### config.mk
export PLATFORM = sky130hd
export DESIGN_NAME = seq_divider
export DESIGN_NICKNAME = d
export VERILOG_FILES = /design/src/rtl/seq_divider.sv
export SDC_FILE = /design/constraint.sdc
export NUM_CORES = 1
export LEC_CHECK = 0
export ABC_AREA = 0
export BUFFER_PORTS_ARGS = -buffer_cell sky130_fd_sc_hd__buf_2
export CAP_MARGIN = 20
export CORE_MARGIN = 3
export CORE_UTILIZATION = 35
export CTS_BUF_LIST = sky130_fd_sc_hd__clkbuf_8 sky130_fd_sc_hd__clkbuf_16
export CTS_CLUSTER_DIAMETER = 50
export CTS_CLUSTER_SIZE = 10
export DETAILED_ROUTE_END_ITERATION = 8
export PLACE_DENSITY = 0.56
export SETUP_SLACK_MARGIN = 0.15
export SYNTH_ARGS = -nofsm -noshare
export SYNTH_HDL_FRONTEND = slang
export SYNTH_SLANG_ARGS = --single-unit
### constraint.sdc
create_clock -name clk -period 2.4 [get_ports clk]
set_clock_uncertainty 0.15 [all_clocks]
set_input_delay 0.48 -clock clk [delete_from_list [all_inputs] [get_ports clk]]
set_output_delay 0.48 -clock clk [all_outputs]
set_load 0.005 [all_outputs]
### src/rtl/seq_divider.sv
// -----------------------------------------------------------------------------
// seq_divider -- multi-cycle unsigned restoring divider.
//
// Computes quotient and remainder of a WIDTH-bit dividend by a WIDTH-bit
// divisor, one quotient bit per clock, with a start/done handshake.
//
// Optional feature macro: DIV_ZERO_ERR_EN
//   defined   -> err port exists; a zero divisor skips the iteration and
//                finishes one cycle after acceptance with err=1.
//   undefined -> no err port; a zero divisor runs the normal WIDTH steps.
//   In both builds a zero divisor yields quotient=all ones, remainder=dividend.
//
// Ports
//   clk        in   1      clock, rising edge
//   rst        in   1      synchronous reset, active-high
//   start      in   1      request, sampled only in IDLE or DONE
//   dividend   in   WIDTH  captured on the accepting edge
//   divisor    in   WIDTH  captured on the accepting edge
//   busy       out  1      high while iterating
//   done       out  1      one-cycle pulse, results valid from this cycle
//   quotient   out  WIDTH  result, held until the next result
//   remainder  out  WIDTH  result, held until the next result
//   err        out  1      divide-by-zero flag (DIV_ZERO_ERR_EN only)
// -----------------------------------------------------------------------------
module seq_divider #(
    parameter int WIDTH = 4
) (
    input  logic             clk,
    input  logic             rst,
    input  logic             start,
    input  logic [WIDTH-1:0] dividend,
    input  logic [WIDTH-1:0] divisor,
    output logic             busy,
    output logic             done,
    output logic [WIDTH-1:0] quotient,
    output logic [WIDTH-1:0] remainder
`ifdef DIV_ZERO_ERR_EN
    ,
    output logic             err
`endif
);

    localparam int CW = $clog2(WIDTH);

    localparam logic [1:0] S_IDLE = 2'd0;
    localparam logic [1:0] S_BUSY = 2'd1;
    localparam logic [1:0] S_DONE = 2'd2;

    logic [1:0]       r_state;
    logic [WIDTH-1:0] r_rem;    // partial remainder
    logic [WIDTH-1:0] r_dvd;    // dividend bits shift out the top, quotient bits shift in the bottom
    logic [WIDTH-1:0] r_dvs;
    logic [CW-1:0]    r_cnt;
    logic [WIDTH-1:0] r_quot;
    logic [WIDTH-1:0] r_remo;

    logic [WIDTH:0]   w_shift;
    logic [WIDTH:0]   w_trial;
    logic             w_ge;
    logic [WIDTH-1:0] w_rem_nxt;
    logic [WIDTH-1:0] w_q_nxt;
    logic             w_accept;
    logic             w_zero_skip;
    logic             w_last;

    // Because the partial remainder stays below the divisor, the shifted
    // value is below 2*divisor; the trial's top bit is therefore a clean
    // borrow flag (1 = negative, keep the shifted remainder).
    always_comb begin
        w_shift   = {r_rem, r_dvd[WIDTH-1]};
        w_trial   = w_shift - {1'b0, r_dvs};
        w_ge      = ~w_trial[WIDTH];
        w_rem_nxt = w_ge ? w_trial[WIDTH-1:0] : w_shift[WIDTH-1:0];
        w_q_nxt   = {r_dvd[WIDTH-2:0], w_ge};
    end

    assign w_accept = start && ((r_state == S_IDLE) || (r_state == S_DONE));
    assign w_last   = (r_cnt == CW'(WIDTH - 1));

`ifdef DIV_ZERO_ERR_EN
    assign w_zero_skip = (divisor == '0);
`else
    assign w_zero_skip = 1'b0;
`endif

    always_ff @(posedge clk) begin
        if (rst) begin
            r_state <= S_IDLE;
            r_rem   <= '0;
            r_dvd   <= '0;
            r_dvs   <= '0;
            r_cnt   <= '0;
            r_quot  <= '0;
            r_remo  <= '0;
        end else begin
            case (r_state)
                S_IDLE, S_DONE: begin
                    if (w_accept && w_zero_skip) begin
                        r_state <= S_DONE;
                        r_quot  <= '1;
                        r_remo  <= dividend;
                    end else if (w_accept) begin
                        r_state <= S_BUSY;
                        r_dvd   <= dividend;
                        r_dvs   <= divisor;
                        r_rem   <= '0;
                        r_cnt   <= '0;
                    end else begin
                        r_state <= S_IDLE;
                    end
                end
                S_BUSY: begin
                    r_rem <= w_rem_nxt;
                    r_dvd <= w_q_nxt;
                    r_cnt <= r_cnt + 1'b1;
                    if (w_last) begin
                        r_state <= S_DONE;
                        r_quot  <= w_q_nxt;
                        r_remo  <= w_rem_nxt;
                    end
                end
                default: r_state <= S_IDLE;
            endcase
        end
    end

`ifdef DIV_ZERO_ERR_EN
    logic r_err;

    // Every accepted start re-evaluates the flag, so a good operation clears it.
    always_ff @(posedge clk) begin
        if (rst)           r_err <= 1'b0;
        else if (w_accept) r_err <= w_zero_skip;
    end

    assign err = r_err;
`endif

    assign busy      = (r_state == S_BUSY);
    assign done      = (r_state == S_DONE);
    assign quotient  = r_quot;
    assign remainder = r_remo;

endmodule
==> flow_summary_export.csv, run 1 <==
group,metric,value,unit
status,status,"completed",
power_and_ir_drop,power_density,686,nW/µm²
critical_path,crit_fanout,5,
critical_path,crit_type,"reg2reg",
critical_path,crit_start,"r_dvd[3]",
hold_path,whs_path_depth,3,
sta,slew_headroom,0.700,
sta,worst_hold_slack,293,ps
placed_design,place_hpwl,2050,µm
clock_network,clkTransAtPathRegs,90,ps
die,die_area,4180,µm²
clock_network,ctsHtreeMaxLevel,1,
global_routing,grt_pass1_vias,977,
drt,route.vias.total,1094,
placed_design,portBuffers,20,
placed_design,place_area,1360,µm²
layout,drive_above_1_share,0.257,
critical_path,crit_arrival,2270,ps
run,maxCapViolCount,0,
sta,finalCriticalPeriod,2220,ps
drt,drt-wirelength-per-cell,13.4,µm
critical_path,r2r_cells,8,
logic_synthesis,syn_nets,167,
sta,finalHoldViolations,0,
critical_path,critPathRequiredTime,2450,ps
critical_path,r2r-start,"r_dvd[3]",
critical_path,crit_end,"r_rem[2]",
drt,firstDrtPassIters,4,
die,core_area,3180,µm²
die,io_pins,21,
drt,drt_iter0_drc,63,
hold_path,hold_class,"in2reg",
power_and_ir_drop,power_leakage,0.604,nW
drt,post-route-drc-count,0,
critical_path,r2r_end,"r_rem[2]",
drt,antenna_left,0,
die,die-width,64.7,µm
logic_synthesis,syn_area_per_cell,8.03,µm²
clock_network,cts-buffers-inserted,3,
logic_synthesis,syn_area,1200,µm²
critical_path,r2r_slack,180,ps
logic_synthesis,ys_ff_latch,24,
layout,diodes,0,
critical_path,worst_setup_path_start_kind,"flop",
global_routing,grt_overflow,0,
logic_synthesis,yosysSeqAreaShare,0.399,
global_routing,antenna_found_initial,0,
sta,rsz0062_at_grt,"yes",
sta,drv_slew,0,
sta,fmaxAchievable,450,MHz
global_routing,grtUsageTotal,0.141,
sta,timing_worst_slew_pin_value,450,ps
layout,finalNetCount,189,
critical_path,cp-end-kind,"flop",
logic_synthesis,ys_types,36,
layout,n_fill_cell,338,
sta,setup_violations,0,
placed_design,place_congestion,0.861,
die,fp-row-count,20,
sta,fin_crit_sh,0.925,
clock_network,clock_latency,270,ps
drt,vias_per_cell,5.09,
layout,design_area,1480,µm²
sta,setup-tns-final,0,ps
logic_synthesis,synthCells,150,
drt,drt_wl_total,2890,µm
clock_network,clock_path_buffers,2,
logic_synthesis,ys_warn_count,0,
clock_network,clock-sinks,24,
clock_network,root_buffer,"clkbuf_8",
die,fp.dieH,64.7,µm
clock_network,cts_tree,"built",
global_routing,grt_max_degree,27,
die,initial_core_util,0.379,
layout,utilization,0.466,
power_and_ir_drop,max-vdd-ir-drop,0.469,mV
layout,area_delta_synth_final,22.8,%
global_routing,grt_pass1_wl,4560,µm
==> power by group <==
part	internal, mW	switching (mW)	leakage [nW]
Combinational	0.100	0.123	0.372
Clock	0.223	0.131	0.0357
Sequential	0.419	0.0197	0.196
Total	0.742	0.274	0.604
==> flip-flops by register name, summed over array words and instances (netlist names) <==
name and count:
quotient 4, r_dvd 4, r_dvs 4, r_rem 4
remainder 4, r_cnt 2, r_state 2
==> worst min-delay path by stage <==
stage / slack, ps / end / from
2_1_floorplan: 290 / r_dvs[1] / r_dvs[1]
3_3_place_gp: 290 / quotient[1] / quotient[1]
3_5_place_dp: 300 / quotient[1] / quotient[1]
4_1_cts: 290 / r_dvs[3] / divisor[3]
5_1_grt: 290 / r_dvs[0] / divisor[0]
6_report: 290 / r_dvs[3] / divisor[3]
==> logic make-up after synthesis <==
family	after synthesis	share of synthesized area
AO/OA/AOI/OAI	35	0.191
XOR/XNOR	1	0.00727
adder cells (fa/ha/maj)	6	0.0685
buffers and inverters	18	0.0571
flip-flops	24	0.399
AND/OR/NAND/NOR	66	0.277
==> what timing repair did <==
| item | 4_1_cts | 5_1_grt |
|---|---|---|
| hold buffers | 0 | 0 |
| endpoints found under the hold margin | 0 | 0 |
| buffers inserted | 0 | 2 |
| pin swaps | 1 | 6 |
| setup endpoints to repair | 4 | 6 |
| resized for setup | 2 | 8 |
==> critical path: stages, from the launching register on <==
cell and delay, ps:
dfxtp_2 330, inv_2 60, ha_4 120, inv_2 40
fa_2 360, and3_4 190, o21a_4 210, or4_1 520
a31oi_1 180
==> per-layer routing <==
metal  up-vias  wire [µm]  global-route usage  share of wire
li1        560          -                   -              -
met2        42       1300               0.224           0.45
met3         4        193              0.0399          0.067
met5         -          0                   0              0
met4         0         27              0.0449         0.0093
met1       488       1380               0.184           0.48
==> Yosys cell counts, drive strengths merged <==
library cell  number  area share
a211o              1      0.0073
a21o               1      0.0062
a21oi             14       0.058
a22oi              2       0.012
a311oi             5       0.036
a31oi              1      0.0052
a41oi              1      0.0073
and2               1      0.0052
and3               3       0.024
buf                1      0.0041
clkbuf             9       0.028
dfxtp             24        0.40
fa                 1       0.017
ha                 5       0.052
inv                8       0.025
nand2             24       0.075
nand2b             5       0.028
nand3              6       0.025
nand3b             4       0.025
nand4              1      0.0052
nand4b             2       0.015
nor2              14       0.044
nor2b              2       0.010
nor3               1      0.0041
nor3b              1      0.0062
o211ai             2       0.012
o21a               1      0.0062
o21ai              4       0.017
o31ai              3       0.023
or3                1      0.0052
or4                1      0.0062
xnor2              1      0.0073
==> layout by cell type (no fill, tap or decap), types with 3 or more instances in the layout <==
cell | Yosys | final
nand2_1 | 24 | 24
dfxtp_1 | 24 | 22
buf_2 | 1 | 20
nor2_1 | 14 | 14
a21oi_1 | 14 | 14
buf_4 | 0 | 7
inv_1 | 8 | 6
nand3_1 | 6 | 6
a311oi_1 | 5 | 5
nand2b_1 | 4 | 4
nand3b_1 | 4 | 4
ha_1 | 5 | 4
o21ai_0 | 3 | 3
clkbuf_8 | 0 | 3
==> metrics by stage <==
stage / cells / total power [mW] / setup slack (ps)
floorplan: 150 / 0.596 / 206
global placement: 209 / 0.642 / 148
detailed placement: 209 / 0.647 / 66.1
CTS: 213 / 1.01 / 154
global route: 215 / 1.07 / 104
finish: 215 / 1.02 / 179
==> area by class of cell <==
cell class,count,area [µm²],area share
multi-input cells,108,688,0.465
flip-flops and latches,24,483,0.326
inverters,8,30.0,0.0203
clock inverters,1,30.0,0.0203
well taps,44,55.1,0.0372
repair buffers,27,153,0.103
clock buffers,3,41.3,0.0279
Note: power is estimated with default switching activity, not from simulation.
==> run 2: changes to the inputs <==
Settings changed: GPL_TIMING_DRIVEN set to 0.
==> run 2 against run 1 <==
Against the previous run:
- wire length fell by 2.2%
- sequential share of layout area shrank 0.19 points
- hold slack lost 1.9 ps
- final cell count grew 3.3%
- first-iteration DRC count fell by 1.6%
- critical path type unchanged
- largest cell class unchanged
==> flow_summary_export.csv, run 2 (same netlist as run 1, synthesis figures left out) <==
group,metric,value,unit
critical_path,crit_fanout,8,
critical_path,r2r_end,"r_rem[0]",
layout,drive_above_1_share,0.242,
drt,antenna_left,0,
sta,setup-tns-final,0,ps
sta,timing_worst_slew_pin_value,531,ps
clock_network,clkTransAtPathRegs,90,ps
critical_path,max_stage_delay,360,ps
clock_network,clock-sinks,24,
drt,drt_wl_total,2830,µm
sta,fmaxAchievable,458,MHz
global_routing,antenna_found_initial,0,
critical_path,r2r-start,"r_dvd[3]",
placed_design,placedCellCount,213,
hold_path,hp-start,"divisor[0]",
clock_network,cts_tree,"built",
clock_network,clock_latency,270,ps
critical_path,crit_arrival,2230,ps
sta,setup_violations,0,
layout,finalNetCount,196,
run,maxCapViolCount,0,
placed_design,place_area,1360,µm²
critical_path,slowest_stage,"or3_4",
die,die-width,64.7,µm
placed_design,pre_cts_ws,-23.4,ps
die,fp-row-count,20,
critical_path,r2r_slack,220,ps
global_routing,grt_pass1_wl,4550,µm
hold_path,whs_path_depth,3,
drt,route.vias.total,1119,
placed_design,portBuffers,19,
status,status,"completed",
sta,finalHoldViolations,0,
hold_path,hold_path_end,"r_dvs[0]",
drt,drt_iter0_drc,62,
drt,post-route-drc-count,0,
critical_path,crit_type,"reg2reg",
die,initial_core_util,0.379,
global_routing,grt_pass1_vias,955,
clock_network,cts_hold_buf,0,
clock_network,cts-buffers-inserted,3,
layout,design_area,1490,µm²
clock_network,clock_path_buffers,2,
global_routing,grt_max_degree,14,
sta,rsz0062_at_grt,"no",
power_and_ir_drop,power_leakage,0.599,nW
placed_design,place_hpwl,2100,µm
die,fp.dieH,64.7,µm
global_routing,grt_overflow,0,
critical_path,cp-end-kind,"flop",
layout,fin_cells,222,
sta,finalCriticalPeriod,2180,ps
layout,final_common_cell,"nand2_1",
power_and_ir_drop,power_density,638,nW/µm²
critical_path,crit_chain,"inv_2 -> ha_4 -> inv_2 -> fa_2 -> and3_4 -> or3_4 -> buf_6 -> and3_4 -> o31ai_2",
critical_path,critPathRequiredTime,2440,ps
hold_path,hold_class,"in2reg",
sta,setup_slack,217,ps
power_and_ir_drop,max-vdd-ir-drop,0.344,mV
layout,diodes,0,
die,core_area,3180,µm²
layout,final_cell_mix,"24 x nand2_1, 22 x dfxtp_1, 19 x buf_2",
critical_path,worst_setup_path_start_kind,"flop",
sta,drv_slew,0,
layout,area_delta_synth_final,23.6,%
clock_network,root_buffer,"clkbuf_8",
sta,slew_headroom,0.646,
critical_path,r2r_cells,9,
layout,utilization,0.469,
drt,firstDrtPassIters,4,
die,io_pins,21,
drt,drt-wirelength-per-cell,12.7,µm
drt,vias_per_cell,5.04,
global_routing,grtUsageTotal,0.138,
sta,fin_crit_sh,0.909,
layout,n_fill_cell,333,
die,die_area,4180,µm²
clock_network,ctsHtreeMaxLevel,1,
placed_design,place_congestion,0.769,
[run 2: cell types whose count changed in the layout (fill, tap and decap cells not counted), sizes merged]
cell    delta
clkbuf    +10
bufinv     -1
buf        -2
[run 2: repair_timing]
item	4_1_cts	5_1_grt
setup buffers	3	2
endpoints found under the hold margin	0	0
pin swaps	3	4
endpoints found under the setup margin	7	6
gates resized for setup	6	7
[run 2: critical path, delay by kind of cell, from the launching register on]
kind / cells / cell delay (ps)
flops: 1 / 330
buf+inv: 3 / 230
simple gates: 3 / 720
fa+ha+maj: 2 / 480
compound gates: 1 / 190
[run 2: per-layer routing]
layer  global-route usage  vias up  wire, µm
li1                     -      576         -
met1                0.190      503      1300
met2                0.219       36      1320
met3               0.0381        4       192
met4               0.0237        0        15
met5                    0        -         0
[run 2: worst max-delay path by stage]
stage	startpoint	end	slack, ps	cells after the start
floorplan	r_dvd[3]	r_rem[0]	210	9
global placement	r_dvd[3]	remainder[3]	10	8
detailed placement	r_dvd[3]	remainder[3]	-20	8
CTS	r_dvd[3]	r_rem[0]	150	9
global route	r_dvd[3]	r_rem[2]	150	8
finish	r_dvd[3]	r_rem[0]	220	9
[run 2: cell type report]
type | count | area [µm²] | area share
inverters | 8 | 30.0 | 0.0202
well taps | 44 | 55.1 | 0.0370
multi-input cells | 108 | 688 | 0.462
repair buffers | 24 | 133 | 0.0891
clock buffers | 4 | 55.1 | 0.0370
flip-flops and latches | 24 | 483 | 0.324
plain buffers | 10 | 45.0 | 0.0303
[run 2: where the power goes]
group / total, mW / switching, mW / internal [mW]
Combinational: 0.240 / 0.131 / 0.108
Clock: 0.274 / 0.127 / 0.146
Sequential: 0.437 / 0.0181 / 0.419
Total: 0.950 / 0.277 / 0.673
[run 2: through the flow]
step	hold slack [ps]	power, mW
4_1_cts	293	0.935
3_3_place_gp	291	0.643
2_1_floorplan	286	0.596
6_report	291	0.950
5_1_grt	286	1.01
3_5_place_dp	300	0.647
==> run 3: changes to the inputs <==
Clock period 2.4 ns to 2.15 ns, I/O delays scaled along.
==> run 3 against run 2 <==
Against the previous run:
- final cell count down 0.45%
- cell area up 4.3%
- setup slack worse by 190 ps
- wire length up 3.3%
- global-route usage up 0.67 points
- critical path type unchanged
- critical endpoint is now r_rem[2]
- largest power group unchanged
==> flow_summary_export.csv, run 3 (same netlist as run 1, synthesis figures left out) <==
group,metric,value,unit
die,die_area,4180,µm²
critical_path,crit_type,"reg2reg",
sta,worst_hold_slack,248,ps
global_routing,grtUsageTotal,0.145,
layout,final_common_cell,"nand2_1",
drt,vias_per_cell,5.12,
critical_path,crit_fanout,5,
drt,antenna_left,0,
placed_design,place_hpwl,2160,µm
global_routing,grt_pass1_vias,1100,
clock_network,cts_tree,"built",
layout,finalNetCount,196,
run,maxCapViolCount,0,
clock_network,cts_hold_buf,0,
placed_design,place_congestion,0.764,
die,initial_core_util,0.379,
layout,final_cell_mix,"24 x nand2_1, 22 x dfxtp_1, 19 x buf_2",
global_routing,grt_max_degree,13,
die,fp-row-count,20,
clock_network,cts-buffers-inserted,3,
sta,timing_worst_slew_pin_value,487,ps
die,io_pins,21,
drt,drt_wl_total,2920,µm
power_and_ir_drop,power_density,682,nW/µm²
sta,setup-tns-final,0,ps
layout,fin_cells,221,
layout,n_fill_cell,325,
drt,firstDrtPassIters,4,
sta,fmaxAchievable,471,MHz
placed_design,placedCellCount,213,
critical_path,cp-end-kind,"flop",
critical_path,r2r-start,"r_dvd[3]",
placed_design,portBuffers,19,
die,fp.dieH,64.7,µm
critical_path,crit_end,"r_rem[2]",
status,status,"completed",
power_and_ir_drop,power_leakage,0.614,nW
sta,setup_violations,0,
die,core_area,3180,µm²
drt,route.vias.total,1131,
critical_path,crit_arrival,2170,ps
sta,finalHoldViolations,0,
sta,drv_slew,0,
clock_network,clock-sinks,24,
critical_path,crit_start,"r_dvd[3]",
critical_path,r2r_end,"r_rem[2]",
critical_path,r2r_cells,8,
drt,drt_iter0_drc,31,
layout,diodes,0,
clock_network,clkTransAtPathRegs,80,ps
global_routing,grt_pass1_wl,4860,µm
sta,fin_crit_sh,0.988,
global_routing,grt_overflow,0,
sta,finalCriticalPeriod,2120,ps
drt,drt-wirelength-per-cell,13.2,µm
clock_network,root_buffer,"clkbuf_8",
global_routing,antenna_found_initial,0,
clock_network,ctsHtreeMaxLevel,1,
power_and_ir_drop,max-vdd-ir-drop,0.601,mV
critical_path,r2r_slack,30,ps
hold_path,hold_class,"in2reg",
layout,utilization,0.489,
sta,slew_headroom,0.675,
layout,area_delta_synth_final,28.9,%
sta,rsz0062_at_grt,"yes",
layout,drive_above_1_share,0.282,
clock_network,clock_latency,260,ps
clock_network,clock_path_buffers,2,
critical_path,worst_setup_path_start_kind,"flop",
power_and_ir_drop,p_total,1.06,mW
hold_path,whs_path_depth,3,
die,die-width,64.7,µm
critical_path,critPathRequiredTime,2190,ps
drt,post-route-drc-count,0,
-- run 3: worst min path at each step --
stage                startpoint  slack [ps]           to
finish               divisor[1]         250     r_dvs[1]
global route         divisor[0]         240     r_dvs[0]
CTS                  divisor[1]         240     r_dvs[1]
detailed placement  quotient[3]         300  quotient[3]
global placement    quotient[1]         290  quotient[1]
floorplan              r_dvs[1]         290     r_dvs[1]
-- run 3: final cells by class --
class | instances | area, µm² | area share
Buffer | 10 | 50.0 | 0.0322
Clock buffer | 3 | 41.3 | 0.0266
Inverter | 8 | 30.0 | 0.0193
Multi-Input combinational cell | 108 | 748 | 0.482
Sequential cell | 24 | 483 | 0.311
Tap cell | 44 | 55.1 | 0.0355
Timing Repair Buffer | 24 | 145 | 0.0935
-- run 3: per-stage QoR --
step           area [µm²]  worst slack (ps)
2_1_floorplan        1230              99.0
3_3_place_gp         1380              -117
3_5_place_dp         1380              -141
4_1_cts              1460             -18.7
5_1_grt              1550             -60.7
6_report             1550              25.3
-- run 3: per-layer routing --
metal	up-vias	share of wire	GRT usage
met1	523	0.47	0.183
met4	0	0.014	0.0475
met3	7	0.047	0.0364
met2	30	0.47	0.241
met5	-	0	0
li1	571	-	-
-- run 3: timing repair --
action / CTS / global route
pin swaps: 3 / 7
endpoints found under the hold margin: 0 / 0
buffers inserted: 2 / 3
setup endpoints to repair: 9 / 10
gates resized for setup: 5 / 12
-- run 3: critical path, stage by stage, from the launching register on --
cell,delay (ps)
dfxtp_2,330
inv_2,50
ha_4,130
inv_2,30
fa_2,330
and3_4,190
o21a_4,210
or4_4,510
a31oi_1,130
-- run 3: power by group --
group          internal (mW)  leakage (nW)  switching [mW]
registers              0.467         0.196          0.0198
logic                  0.143         0.396           0.170
clock network          0.125        0.0216           0.134
total                  0.736         0.614           0.323
